## src/rtl/regfile_pkg.sv

```systemverilog
// Shared types and defaults for the register-file write arbiter.
package regfile_pkg;

    localparam int unsigned NREG_DEF  = 8;
    localparam int unsigned WIDTH_DEF = 16;
    localparam int unsigned CNT_W_DEF = 8;
    localparam int unsigned IDX_W     = 3;

    typedef logic [IDX_W-1:0] reg_idx_t;

    typedef enum logic {
        CLEAR = 1'b0,
        ARB   = 1'b1
    } state_e;

endpackage

```

## src/rtl/regfile_arbiter_rr_arb2.sv

```systemverilog
// Two-way round-robin arbiter; the priority pointer flips only on contended grants.
module rr_arb2 (
    input  logic clk,
    input  logic rst_n,
    input  logic en,
    input  logic req_a,
    input  logic req_b,
    output logic gnt_a,
    output logic gnt_b,
    output logic contended
);

    // 0: requester a wins a tie, 1: requester b wins a tie
    logic ptr_b;

    assign contended = en & req_a & req_b;
    assign gnt_a     = en & req_a & (~req_b | ~ptr_b);
    assign gnt_b     = en & req_b & (~req_a | ptr_b);

    always_ff @(posedge clk or negedge rst_n) begin
        if (!rst_n) begin
            ptr_b <= 1'b0;
        end else if (contended) begin
            ptr_b <= ~ptr_b;
        end
    end

endmodule

```

## src/rtl/regfile_arbiter.sv

```systemverilog
// Arbitrates CPU and debug writes into the register file, with an optional
// post-reset clear sequence enabled by REGFILE_CLEAR_SEQ_EN.
module regfile_arbiter
    import regfile_pkg::*;
#(
    parameter int unsigned NREG  = NREG_DEF,
    parameter int unsigned WIDTH = WIDTH_DEF,
    parameter int unsigned CNT_W = CNT_W_DEF
) (
    input  logic             Clk,
    input  logic             Reset,
    input  logic             cpu_req,
    input  logic [IDX_W-1:0] cpu_dr,
    input  logic [WIDTH-1:0] cpu_data,
    output logic             cpu_gnt,
    input  logic             dbg_req,
    input  logic [IDX_W-1:0] dbg_dr,
    input  logic [WIDTH-1:0] dbg_data,
    output logic             dbg_gnt,
    output logic             rf_ld,
    output logic [IDX_W-1:0] rf_dr,
    output logic [WIDTH-1:0] rf_bus,
    output logic             busy,
    output logic [CNT_W-1:0] coll_cnt
);

`ifdef REGFILE_CLEAR_SEQ_EN
    localparam state_e RESET_STATE = CLEAR;
`else
    localparam state_e RESET_STATE = ARB;
`endif
    localparam reg_idx_t         LAST_IDX = IDX_W'(NREG - 1);
    localparam logic [CNT_W-1:0] CNT_MAX  = '1;

    state_e           state;
    state_e           state_d;
    reg_idx_t         clr_idx;
    reg_idx_t         clr_idx_d;
    logic             ld_d;
    reg_idx_t         dr_d;
    logic [WIDTH-1:0] bus_d;
    logic [CNT_W-1:0] cnt_d;
    logic             arb_en;
    logic             contended;

    assign arb_en = (state == ARB);

    rr_arb2 u_arb (
        .clk       (Clk),
        .rst_n     (Reset),
        .en        (arb_en),
        .req_a     (cpu_req),
        .req_b     (dbg_req),
        .gnt_a     (cpu_gnt),
        .gnt_b     (dbg_gnt),
        .contended (contended)
    );

`ifdef REGFILE_CLEAR_SEQ_EN
    assign busy = (state == CLEAR);
`else
    assign busy = 1'b0;
`endif

    always_ff @(posedge Clk or negedge Reset) begin
        if (!Reset) begin
            state    <= RESET_STATE;
            clr_idx  <= '0;
            rf_ld    <= 1'b0;
            rf_dr    <= '0;
            rf_bus   <= '0;
            coll_cnt <= '0;
        end else begin
            state    <= state_d;
            clr_idx  <= clr_idx_d;
            rf_ld    <= ld_d;
            rf_dr    <= dr_d;
            rf_bus   <= bus_d;
            coll_cnt <= cnt_d;
        end
    end

    // Next state, register-file write and collision count; rf_dr/rf_bus hold when idle.
    always_comb begin
        state_d   = state;
        clr_idx_d = clr_idx;
        ld_d      = 1'b0;
        dr_d      = rf_dr;
        bus_d     = rf_bus;
        cnt_d     = coll_cnt;
        unique case (state)
            CLEAR: begin
                ld_d      = 1'b1;
                dr_d      = clr_idx;
                bus_d     = '0;
                clr_idx_d = clr_idx + 1'b1;
                if (clr_idx == LAST_IDX) begin
                    state_d = ARB;
                end
            end
            ARB: begin
                if (cpu_gnt) begin
                    ld_d  = 1'b1;
                    dr_d  = cpu_dr;
                    bus_d = cpu_data;
                end else if (dbg_gnt) begin
                    ld_d  = 1'b1;
                    dr_d  = dbg_dr;
                    bus_d = dbg_data;
                end
                if (contended && (coll_cnt != CNT_MAX)) begin
                    cnt_d = coll_cnt + 1'b1;
                end
            end
            default: begin
                state_d = RESET_STATE;
            end
        endcase
    end

endmodule

```

## config.mk

```make
export PLATFORM = sky130hd
export DESIGN_NAME = regfile_arbiter
export DESIGN_NICKNAME = d
export VERILOG_FILES = /design/src/rtl/regfile_pkg.sv /design/src/rtl/regfile_arbiter_rr_arb2.sv /design/src/rtl/regfile_arbiter.sv
export SDC_FILE = /design/constraint.sdc
export NUM_CORES = 1
export LEC_CHECK = 0
export CAP_MARGIN = 15
export CORE_ASPECT_RATIO = 2
export CORE_MARGIN = 2
export CORE_UTILIZATION = 41
export CTS_CLUSTER_SIZE = 24
export DETAILED_ROUTE_END_ITERATION = 7
export GPL_ROUTABILITY_DRIVEN = 0
export PLACE_DENSITY = 0.89
export SYNTH_ARGS = -nofsm -noshare
export SYNTH_HDL_FRONTEND = slang
export SYNTH_SLANG_ARGS = --single-unit
```

## constraint.sdc

```tcl
create_clock -name Clk -period 1.9 [get_ports Clk]
set_clock_uncertainty 0.1 [all_clocks]
set_input_delay 0.38 -clock Clk [delete_from_list [all_inputs] [get_ports Clk]]
set_output_delay 0.38 -clock Clk [all_outputs]
set_load 0.01 [all_outputs]
```

==> flow_summary.ini, run 1 <==
[status]
outcome = complete, no violations

[logic_synthesis]
synth_top_area_share_pct = 49.5
synth_warnings = 0
synth_top_area_cell = dfrtp_1
synth_edf_count = 0
synth_most_common_cell = dfrtp_1
synth-seq-cells = 33
synthesis.nets = 195
synth.top_cells.by_count = dfrtp_1, nand2_1, mux2i_1, o21ai_1, o21ai_0
ys_async_sr_fraction_pct = 100
synth_top_flop_cell = dfrtp_1
synth_cells = 150
seq_area_frac_synth_pct = 51.1
yosys-top-cells-area = dfrtp_1, mux2i_1, nand2_1, o21ai_1, mux2_1
synth_area_um2 = 1620
synthDistinctLibCells = 38
avgSynthCellArea_um2 = 10.8

[clock_tree]
cts.path.max_buffers = 2
clkTransAtPathRegs_ps = 60
cts_setup_buffers = 0
cts_tree = done
h-tree-depth = 2
cts_root_buf = clkbuf_8
cts_made_buffers = 5
clk_latency_ps = 280
cts_sinks = 33

[worst_setup_path]
critPathMaxFanout = 8
cp_top_family = buffers and inverters
cp_cell_sequence = clkdlybuf4s50_1
cp_slowest_cell = clkdlybuf4s50_1
cp-end-kind = output pin
slowest_delay_ps = 580
arrival_ps = 1320
r2r_start = coll_cnt[0]
startpoint_type = flop
critical_path_class = flop to output pin
cp-startpoint = coll_cnt[5]
ff2ff_path_depth = 5
cp.depth = 1
worstPathRequired_ps = 1420
path_buf_inv = 1

[worst_hold_path]
hp-start = rf_bus[3]
holdPathStages = 2
hold_class = flop to flop

[floorplanning]
pin_count = 73
die_x_um = 48.4
die_h_um = 92.9
die-area_um2 = 4500
core_um2 = 3800
rows = 32
start_util_pct = 42.6

[routing]
drc_errors = 0
viasPerCell = 4.99
detail_route.first_pass.iterations = 4
num_vias = 1422
ant_nets = 0
wirelength_mm = 3.97
drt_iter0_markers = 19
drt-wirelength-per-cell_um = 13.9

[global_routing]
antenna_found_initial = 0
use_met3_pct = 5.65
grt_pass1_wl_mm = 6.71
grt_pass1_vias = 1445
top_usage_layer = met2
grt_use_total_pct = 19.3
use_met2_pct = 34.7
grt_max_degree = 34
grt_util_met1_pct = 20.6
globalRoute.totalOverflow = 0

[sta]
min_period_over_period_pct = 94.9
fmax_mhz = 554
rsz0062_at_grt = no
finalHoldViolCount = 0
final_max_slew_viol_count = 0
setup_viol = 0
fin_crit_ps = 1800
finalSetupTns_ps = 0

[cells_and_area]
final-seq-area_um2 = 827
multi_input_comb_area_um2 = 709
syn_to_final_growth_pct = 54.6
fillers = 313
antenna_cells = 0
layout.nets = 278
finish.instance_area_um2 = 2500
drive_gt1_share_pct = 12.4

[pwr]
comb_power_share_pct = 35.1
ir_drop_uv = 567
p_seq_share_pct = 43.2
p_leak_nw = 1.13
p_sw_w = 0.000685
internal-power_w = 0.00157
pwr-share-clk_pct = 21.6
swShare_pct = 30.3
powerDensity_nw_per_um2 = 902

[place]
dp_hpwl_mm = 3.07
place_area_um2 = 2430
portBuffers = 71

[job]
maxCapViolCount = 0
area by class of cell:
cell class / instances / share of cell area [%]
Timing Repair Buffer: 84 / 32.1
Multi-Input combinational cell: 104 / 28.3
Tap cell: 51 / 2.55
Inverter: 5 / 0.750
Sequential cell: 33 / 33.0
Clock buffer: 8 / 3.20
per-layer routing:
layer	share of wire (%)	up-vias	routed length (um)
met2	56	53	2210
met1	36	669	1430
met3	6.9	6	272
li1	-	694	-
met5	0	-	0
met4	1.4	0	54
through the flow:
stage / hold WS [ps] / utilization [%] / setup slack (ps) / std cells / power [W]
2_1_floorplan: -15.6 / - / 351 / 150 / 0.00134
3_3_place_gp: 359 / 63.8 / -288 / 277 / 0.00177
3_5_place_dp: 370 / 63.8 / -295 / 277 / 0.00180
4_1_cts: 384 / 65.8 / 74.2 / 285 / 0.00229
5_1_grt: 405 / 65.8 / 22.6 / 285 / 0.00240
6_report: 380 / 65.8 / 96.4 / 285 / 0.00226
worst paths after layout:
check,slack [ps],end
min in group asynchronous,410,coll_cnt[5]
worst min register to register,380,rf_bus[3]
worst max register to register,360,coll_cnt[1]
max in group asynchronous,950,arb_en
worst min-delay path,380,rf_bus[3]
worst max-delay path,100,coll_cnt[5]
sequential cells by signal, indices dropped and copies added (netlist names):
register	flops
rf_ld	1
rf_bus	16
arb_en	1
rf_dr	3
clr_idx	3
u_arb.ptr_b	1
coll_cnt	8
power groups by stage:
stage | combinational [W] | clock, W | sequential [W]
after floorplan | 0.000309 | 0 | 0.00103
after global placement | 0.000790 | 0 | 0.000979
after detailed placement | 0.000808 | 0 | 0.000990
after CTS | 0.000804 | 0.000512 | 0.000978
after global routing | 0.000867 | 0.000530 | 0.00100
final | 0.000793 | 0.000489 | 0.000976
cell usage in the layout, fill, tap and decap left out, drive strengths merged, types with 2 or more instances in the layout:
cell type,n
dfrtp,32
and3,4
nor2b,2
a31oi,3
buf,13
inv,5
xnor2,2
nand2,19
nand3,5
nand4,2
nor2,4
dlygate4sd2,4
o21ai,19
clkbuf,8
a21oi,4
o22ai,4
mux2,6
ha,3
clkdlybuf4s50,67
mux2i,16
kinds of logic (layout without fill, tap and decap cells):
family / Yosys count / after routing / share of synthesized area (%)
adder cells (fa/ha/maj): 3 / 3 / 2.32
multiplexers: 22 / 22 / 14.1
XOR/XNOR: 3 / 3 / 1.62
other: 1 / 1 / 0.232
buffers and inverters: 13 / 97 / 5.10
AO/OA/AOI/OAI: 36 / 36 / 12.9
AND/OR/NAND/NOR: 39 / 39 / 12.7
flip-flops: 33 / 33 / 51.1
repair_timing:
| item | CTS | global route |
|---|---|---|
| hold buffers | 0 | 0 |
| setup endpoints to repair | 2 | 0 |
| resized for setup | 4 | 0 |
(Power assumes the default switching activity.)
==> inputs of run 2 (changes only) <==
--- a/config.mk
+++ b/config.mk
@@ -5,10 +5,11 @@
 export SDC_FILE = /design/constraint.sdc
 export NUM_CORES = 1
 export LEC_CHECK = 0
-export CAP_MARGIN = 15
+export CAP_MARGIN = 20
 export CORE_ASPECT_RATIO = 2
-export CORE_MARGIN = 2
+export CORE_MARGIN = 3
 export CORE_UTILIZATION = 41
+export CTS_CLUSTER_DIAMETER = 120
 export CTS_CLUSTER_SIZE = 24
 export DETAILED_ROUTE_END_ITERATION = 7
 export GPL_ROUTABILITY_DRIVEN = 0
==> run 2 against run 1 <==
Global-route usage is 0.97 points higher. Critical path type unchanged. Critical endpoint unchanged. Core utilization is 2.4 points higher. First-iteration DRC count increased by 16%. Non-clock buffer count is 4 higher. Total power increased by 2.9%.
==> flow_summary.ini, run 2 (synthesis results as in run 1) <==
[status]
outcome = complete, no violations

[floorplanning]
die_x_um = 50.4
die_h_um = 94.9
die-area_um2 = 4780
rows = 31
pin_count = 73
start_util_pct = 43.5
core_um2 = 3720

[global_routing]
globalRoute.totalOverflow = 0
grt_max_degree = 34
antenna_found_initial = 0
grt_pass1_wl_mm = 7.33
grt_use_total_pct = 20.3
grt_pass1_vias = 1505

[sta]
final_max_slew_viol_count = 0
setup_viol = 0
finalHoldViolCount = 0
fmax_mhz = 549
min_period_over_period_pct = 95.9
rsz0062_at_grt = no
fin_crit_ps = 1820
holdWs_ps = 381

[cells_and_area]
fillers = 311
multi_input_comb_area_um2 = 709
antenna_cells = 0
syn_to_final_growth_pct = 56.9
final_cell_mix = clkdlybuf4s50_1, dfrtp_1, nand2_1
top_regs = rf_bus: 16 flops, coll_cnt: 8 flops
top_register = rf_bus
layout_commonest_cell = clkdlybuf4s50_1
largest_reg_flops = 16
final-seq-area_um2 = 827
drive_gt1_share_pct = 14.3
layout.nets = 282

[routing]
drt_iter0_markers = 22
drt-wirelength-per-cell_um = 15.4
viasPerCell = 5.18
wirelength_mm = 4.40
ant_nets = 0
detail_route.first_pass.iterations = 4
num_vias = 1481
drc_errors = 0

[job]
maxCapViolCount = 0

[worst_setup_path]
cp_cell_sequence = clkdlybuf4s50_1
worstPathRequired_ps = 1420
cp_slowest_cell = clkdlybuf4s50_1
cp-end-kind = output pin
critPathMaxFanout = 8
slowest_delay_ps = 590
startpoint_type = flop
critical_path_class = flop to output pin
cp_top_family = buffers and inverters
path_buf_inv = 1
arrival_ps = 1340

[pwr]
p_seq_share_pct = 41.7
swShare_pct = 30.2
power_w = 0.00232
ir_drop_uv = 670
pwr-share-clk_pct = 22.6
p_sw_w = 0.000701
internal-power_w = 0.00162
comb_power_share_pct = 35.8
p_leak_nw = 1.16
powerDensity_nw_per_um2 = 915

[clock_tree]
cts.path.max_buffers = 2
h-tree-depth = 2
clk_latency_ps = 270
cts_tree = done
cts_made_buffers = 5
cts_sinks = 33
clkTransAtPathRegs_ps = 60
cts_root_buf = clkbuf_8

[place]
portBuffers = 71
dp_hpwl_mm = 3.38

[worst_hold_path]
hold_class = flop to flop
==> run 2: cell types whose count changed in the layout (fill, tap and decap cells not counted) <==
cell,previous run,this run
dlymetal6s2s_1,0,1
clkbuf_1,3,1
dlygate4sd2_1,4,3
clkbuf_8,5,6
buf_4,13,17
==> run 2: worst paths after layout <==
kind	startpoint	depth (start not counted)	to	slack [ps]
worst max register to register	arb_en	6	coll_cnt[6]	310
worst min register to register	rf_bus[15]	2	rf_bus[15]	380
worst max-delay path	coll_cnt[5]	1	coll_cnt[5]	80
max in group asynchronous	Reset	2	arb_en	950
min in group asynchronous	Reset	2	rf_bus[2]	410
worst min-delay path	rf_bus[15]	2	rf_bus[15]	380
==> run 2: timing repair <==
action | in CTS | in global routing
endpoints found under the setup margin | 2 | 2
gates resized for setup | 3 | 1
setup buffers | 0 | 1
hold endpoints to repair | 0 | 0
hold buffers | 0 | 0
gates cloned | 0 | 0
==> run 2: metrics by stage <==
stage | std cells | utilization (%) | area (um^2) | setup TNS (ps) | worst slack [ps]
after floorplan | 150 | - | 1620 | 0 | 351
after global routing | 286 | 68.2 | 2540 | 0 | 14.4
after global placement | 278 | 65.7 | 2450 | -789 | -235
final | 286 | 68.2 | 2540 | 0 | 77.8
after detailed placement | 278 | 65.7 | 2450 | -1420 | -279
after CTS | 285 | 67.9 | 2530 | 0 | 12.8
==> run 2: final cells by class <==
cell class | count | area share, %
repair buffers | 88 | 33.0
well taps | 49 | 2.41
inverters | 5 | 0.739
flip-flops and latches | 33 | 32.6
multi-input cells | 104 | 27.9
clock buffers | 7 | 3.40
==> run 2: per-layer routing <==
layer | vias to the layer above | track usage (%) | wire, um
met4 | 0 | 11.2 | 128
met2 | 55 | 36.6 | 2430
li1 | 699 | - | -
met5 | - | 0 | 0
met1 | 716 | 21.4 | 1620
met3 | 11 | 4.11 | 222
==> run 2: power groups by stage <==
stage / logic (W) / registers, W / clock network, W
floorplan: 0.000309 / 0.00103 / 0
global placement: 0.000802 / 0.000978 / 0
detailed placement: 0.000821 / 0.000984 / 0
CTS: 0.000819 / 0.000973 / 0.000550
global route: 0.000899 / 0.000993 / 0.000572
finish: 0.000831 / 0.000968 / 0.000525
